File: src/rtl/pipe_stage_reg.sv
// Valid/ready pipeline stage register with flush, freeze and a saturating back-pressure counter.
// Define PIPE_STAGE_SKID_EN for the two-entry skid build with a registered in_ready.
module pipe_stage_reg #(
  parameter int DATA_W = 64,
  parameter int CNT_W  = 16
) (
  input  logic              clk,
  input  logic              rst,
  input  logic              flush,
  input  logic              freeze,
  input  logic              in_valid,
  output logic              in_ready,
  input  logic [DATA_W-1:0] in_data,
  output logic              out_valid,
  input  logic              out_ready,
  output logic [DATA_W-1:0] out_data,
  input  logic              clr_cnt,
  output logic [CNT_W-1:0]  stall_cnt
);

  // state | meaning
  // EMPTY | ~mv: nothing held
  // ONE   | mv & ~sv: payload in main register only
  // TWO   | mv & sv: main register plus skid entry (skid build only)

  localparam logic [CNT_W-1:0] CNT_MAX = '1;

  logic              mv;
  logic [DATA_W-1:0] md;
  logic              accept;
  logic              emit;

  assign out_valid = mv & ~freeze;
  assign out_data  = md;
  assign accept    = in_valid & in_ready;
  assign emit      = out_valid & out_ready;

`ifdef PIPE_STAGE_SKID_EN
  logic              sv;
  logic [DATA_W-1:0] sd;

  // Depends only on state and freeze, so there is no path from out_ready
  assign in_ready = ~sv & ~freeze;

  always_ff @(posedge clk or negedge rst) begin
    if (!rst) begin
      mv <= 1'b0;
      md <= '0;
      sv <= 1'b0;
      sd <= '0;
    end else if (!freeze) begin
      if (flush) begin
        mv <= 1'b0;
        md <= '0;
        sv <= 1'b0;
        sd <= '0;
      end else if (sv) begin
        if (emit) begin
          md <= sd;
          sv <= 1'b0;
          sd <= '0;
        end
      end else if (mv) begin
        if (accept && emit) begin
          md <= in_data;
        end else if (accept) begin
          sv <= 1'b1;
          sd <= in_data;
        end else if (emit) begin
          mv <= 1'b0;
          md <= '0;
        end
      end else if (accept) begin
        mv <= 1'b1;
        md <= in_data;
      end
    end
  end
`else
  assign in_ready = (~mv | out_ready) & ~freeze;

  always_ff @(posedge clk or negedge rst) begin
    if (!rst) begin
      mv <= 1'b0;
      md <= '0;
    end else if (!freeze) begin
      if (flush) begin
        mv <= 1'b0;
        md <= '0;
      end else if (accept) begin
        mv <= 1'b1;
        md <= in_data;
      end else if (emit) begin
        mv <= 1'b0;
        md <= '0;
      end
    end
  end
`endif

  // Flush leaves the counter alone; clr_cnt wins over an increment
  always_ff @(posedge clk or negedge rst) begin
    if (!rst) begin
      stall_cnt <= '0;
    end else if (clr_cnt) begin
      stall_cnt <= '0;
    end else if (mv && !out_ready && !freeze && (stall_cnt != CNT_MAX)) begin
      stall_cnt <= stall_cnt + 1'b1;
    end
  end

endmodule

File: config.mk
export PLATFORM = sky130hd
export DESIGN_NAME = pipe_stage_reg
export DESIGN_NICKNAME = d
export VERILOG_FILES = /design/src/rtl/pipe_stage_reg.sv
export SDC_FILE = /design/constraint.sdc
export NUM_CORES = 1
export LEC_CHECK = 0
export ABC_CLOCK_PERIOD_IN_PS = 1600
export CORE_MARGIN = 2
export CORE_UTILIZATION = 37
export CTS_CLUSTER_SIZE = 12
export DETAILED_ROUTE_END_ITERATION = 10
export PLACE_DENSITY = 0.74
export SYNTH_ARGS = -nofsm -noshare
export SYNTH_HDL_FRONTEND = slang
export SYNTH_SLANG_ARGS = --single-unit
File: constraint.sdc
create_clock -name clk -period 1.6 [get_ports clk]
set_input_delay 0.32 -clock clk [delete_from_list [all_inputs] [get_ports clk]]
set_output_delay 0.32 -clock clk [all_outputs]
set_load 0.1 [all_outputs]
==> run_results.csv <==
group,metric,value,unit
detailed_routing,avgViaCountPerCell,5.43,
yosys,synthTopCellsByCount,"dfrtp_1 (81), a22o_1 (64), buf_2 (13), nand2_1 (11)",
timing,slew_viol_final,0,
timing,setup_violations,13,
yosys,netlist_area,3270,um2
run_status,failed_checks,"hold timing, setup timing",
pwr,internal_power,4.17,mW
placed_design,dp_hpwl,7050,um
timing,timing.final.crit_share,104,%
yosys,synth_nets,323,
critical_path,r2r_start,"stall_cnt[9]",
cts,worstSkewPairLatency,0.34,ns
grt,use_met3,5.65,%
yosys,seq_area_frac_synth,61.9,%
finish,fill_cells,473,
yosys,yosysMostFrequentCell,"dfrtp_1",
die,dieWidth,98.1,um
critical_path,cp-end-kind,"flop",
placed_design,port_buffers,152,
yosys,synth_top_area_share,61.9,%
flow_run,max-cap-violations,0,
detailed_routing,wl,10800,um
cts,cts_inserted_buffers,9,
pwr,p_leak,2.97,nW
die,fp.coreArea,8640,um2
finish,syn2layout_area_growth,108,%
grt,grtUsageMet2,37.4,%
timing,tightest_slew,0.443,ns
cts,clock_sinks,81,
pwr,power.density,939,nW/um2
cts,cts_tree,"built",
min_path,hold_path_class,"input pin to async pin",
cts,htree_levels,3,
yosys,ys_ff_latch,81,
grt,grt_overflow_total,0,
pwr,p_switching,2.21,mW
detailed_routing,drc,0,
grt,grt_busiest_layer,"met2",
detailed_routing,drt_pass1_iterations,4,
die,fp.dieArea,9610,um2
timing,rsz0062_at_grt,"true",
grt,grt_max_degree,82,
critical_path,path_class,"flop to flop",
pwr,seqPwrFrac,36.6,%
pwr,irDropWorstVdd,0.000602,V
finish,diodes,0,
run_status,status,"finished with violations",
timing,fmax,601,MHz
yosys,ys_warn_count,0,
detailed_routing,antenna_left,0,
timing,min_period,1.66,ns
pwr,p_clk_share,29.1,%
critical_path,cp.arrival,1.88,ns
yosys,synth_edf_count,0,
pwr,p_sw_share,34.7,%
timing,fin_ws,-0.0643,ns
placed_design,dp_slack,-0.490,ns
yosys,syn_inst,251,
yosys,synthTopCellsByArea,"dfrtp_1 (62%), a22o_1 (17%), buf_2 (2.0%)",
critical_path,cp-start-kind,"flop",
grt,grt.total_usage,21.9,%
timing,fin_hold_ws,-0.0216,ns
yosys,synth_top_area_cell,"dfrtp_1",
critical_path,critical_path.startpoint,"stall_cnt[9]",
yosys,yosysUniqueCellTypes,37,
cts,clk_path_buf_depth,2,
finish,nets,521,
grt,grt_pass1_vias,3272,
cts,holdBufCountCts,0,
grt,grt.met1_usage,27.1,%
die,initial_core_util,37.9,%
yosys,syn_area_per_cell,13.0,um2
detailed_routing,drt_iter0_drc,168,
critical_path,crit_required,1.82,ns
timing,maxSlewHeadroom,70.5,%
grt,antenna_found_initial,0,
pwr,combPwrFrac,34.3,%
die,dieHeight,98.1,um
cts,clk_pin_slew_worst_paths,0.08,ns
finish,drive_gt1_share,45.4,%
cts,root_buffer,"clkbuf_8",
placed_design,gp_congestion,0.895,
yosys,ys_async_sr_fraction,100,%
yosys,synth-main-ff-cell,"dfrtp_1",
detailed_routing,drt-wirelength-per-cell,19.2,um
die,rows,34,
timing,hold_viol,14,
grt,grt_pass1_wl,16800,um
critical_path,cp_max_fo,3,
detailed_routing,vias,3053,
die,ioPinCount,153,
timing,skew,0.00861,ns
==> cell families after synthesis <==
kind of cell               after synthesis  share of synthesized area (%)
buffers and inverters                   19                           2.68
and+or+nand+nor                         56                           11.2
adders and majority gates                1                          0.382
AOI/OAI and AO/OA                       88                           21.8
DFF                                     81                           61.9
muxes                                    6                           2.03
==> cells in the final DEF, fill, tap and decap left out, types with 7 or more instances in the layout <==
master           Yosys  routed
buf_12               0      92
clkdlybuf4s50_1      0      67
dfrtp_1             81      65
a22o_1              64      64
buf_4                0      32
dfrtp_4              0      16
clkbuf_8             0      11
buf_6                0      11
nand2_1             11       8
nor2_1               8       7
==> state kept, by name, summed over array words and instances (netlist names) <==
register and count:
stall_cnt 16, mv 1, out_data 64
==> path summary, 6_finish.rpt <==
path | end | slack (ns) | depth (start not counted)
max | stall_cnt[14] | -0.06 | 5
min | stall_cnt[10] | -0.02 | 2
max reg2reg | stall_cnt[14] | -0.06 | 5
min reg2reg | out_data[39] | 0.57 | 1
max in group asynchronous | stall_cnt[1] | 1.23 | 2
min in group clk | out_data[6] | 0.57 | 2
==> metal layers <==
layer / part of all wire, % / vias to the layer above
met1: 40 / 1525
met3: 6.6 / 24
met2: 51 / 143
met5: 0 / -
li1: - / 1361
met4: 2.1 / 0
==> metrics by stage <==
stage	power [mW]	TNS [ns]	instances	utilization [%]	cell area, um2
2_1_floorplan	3.53	-1.76	251	-	3370
3_3_place_gp	4.53	-18.46	536	71.5	6180
3_5_place_dp	4.55	-23.47	536	71.5	6180
4_1_cts	6.42	-0.0832	559	77.4	6680
5_1_grt	6.59	-1.28	562	78.7	6800
6_report	6.38	-0.432	562	78.7	6800
==> what timing repair did <==
action / 4_1_cts / 5_1_grt
endpoints found under the setup margin: 41 / 67
buffers inserted: 8 / 3
pin swaps: 14 / 8
hold endpoints to repair: 0 / 0
gates resized for setup: 37 / 16
cloned: 1 / 0
==> critical path, stage by stage (launching register included) <==
cell and delay [ns]:
dfrtp_4 0.44, buf_6 0.11, and3_4 0.20, nand4_1 0.13
nor4b_2 0.27, mux2_2 0.38
==> power groups by stage <==
stage,registers (mW),logic (mW),clock network [mW]
finish,2.34,2.18,1.86
floorplan,3.29,0.238,0
CTS,2.34,2.19,1.90
global placement,2.37,2.16,0
global route,2.35,2.25,1.98
detailed placement,2.38,2.18,0
==> area by class of cell <==
| type | instances | area (um2) | area share, % |
|---|---|---|---|
| multi-input combinational | 151 | 1420 | 20.9 |
| tap | 108 | 135 | 1.99 |
| timing repair buffer | 204 | 2890 | 42.6 |
| inverter | 2 | 7.51 | 0.110 |
| clock buffer | 12 | 155 | 2.28 |
| clock inverter | 4 | 98.8 | 1.45 |
| sequential | 81 | 2090 | 30.7 |
Note: power is estimated with default switching activity, not from simulation.
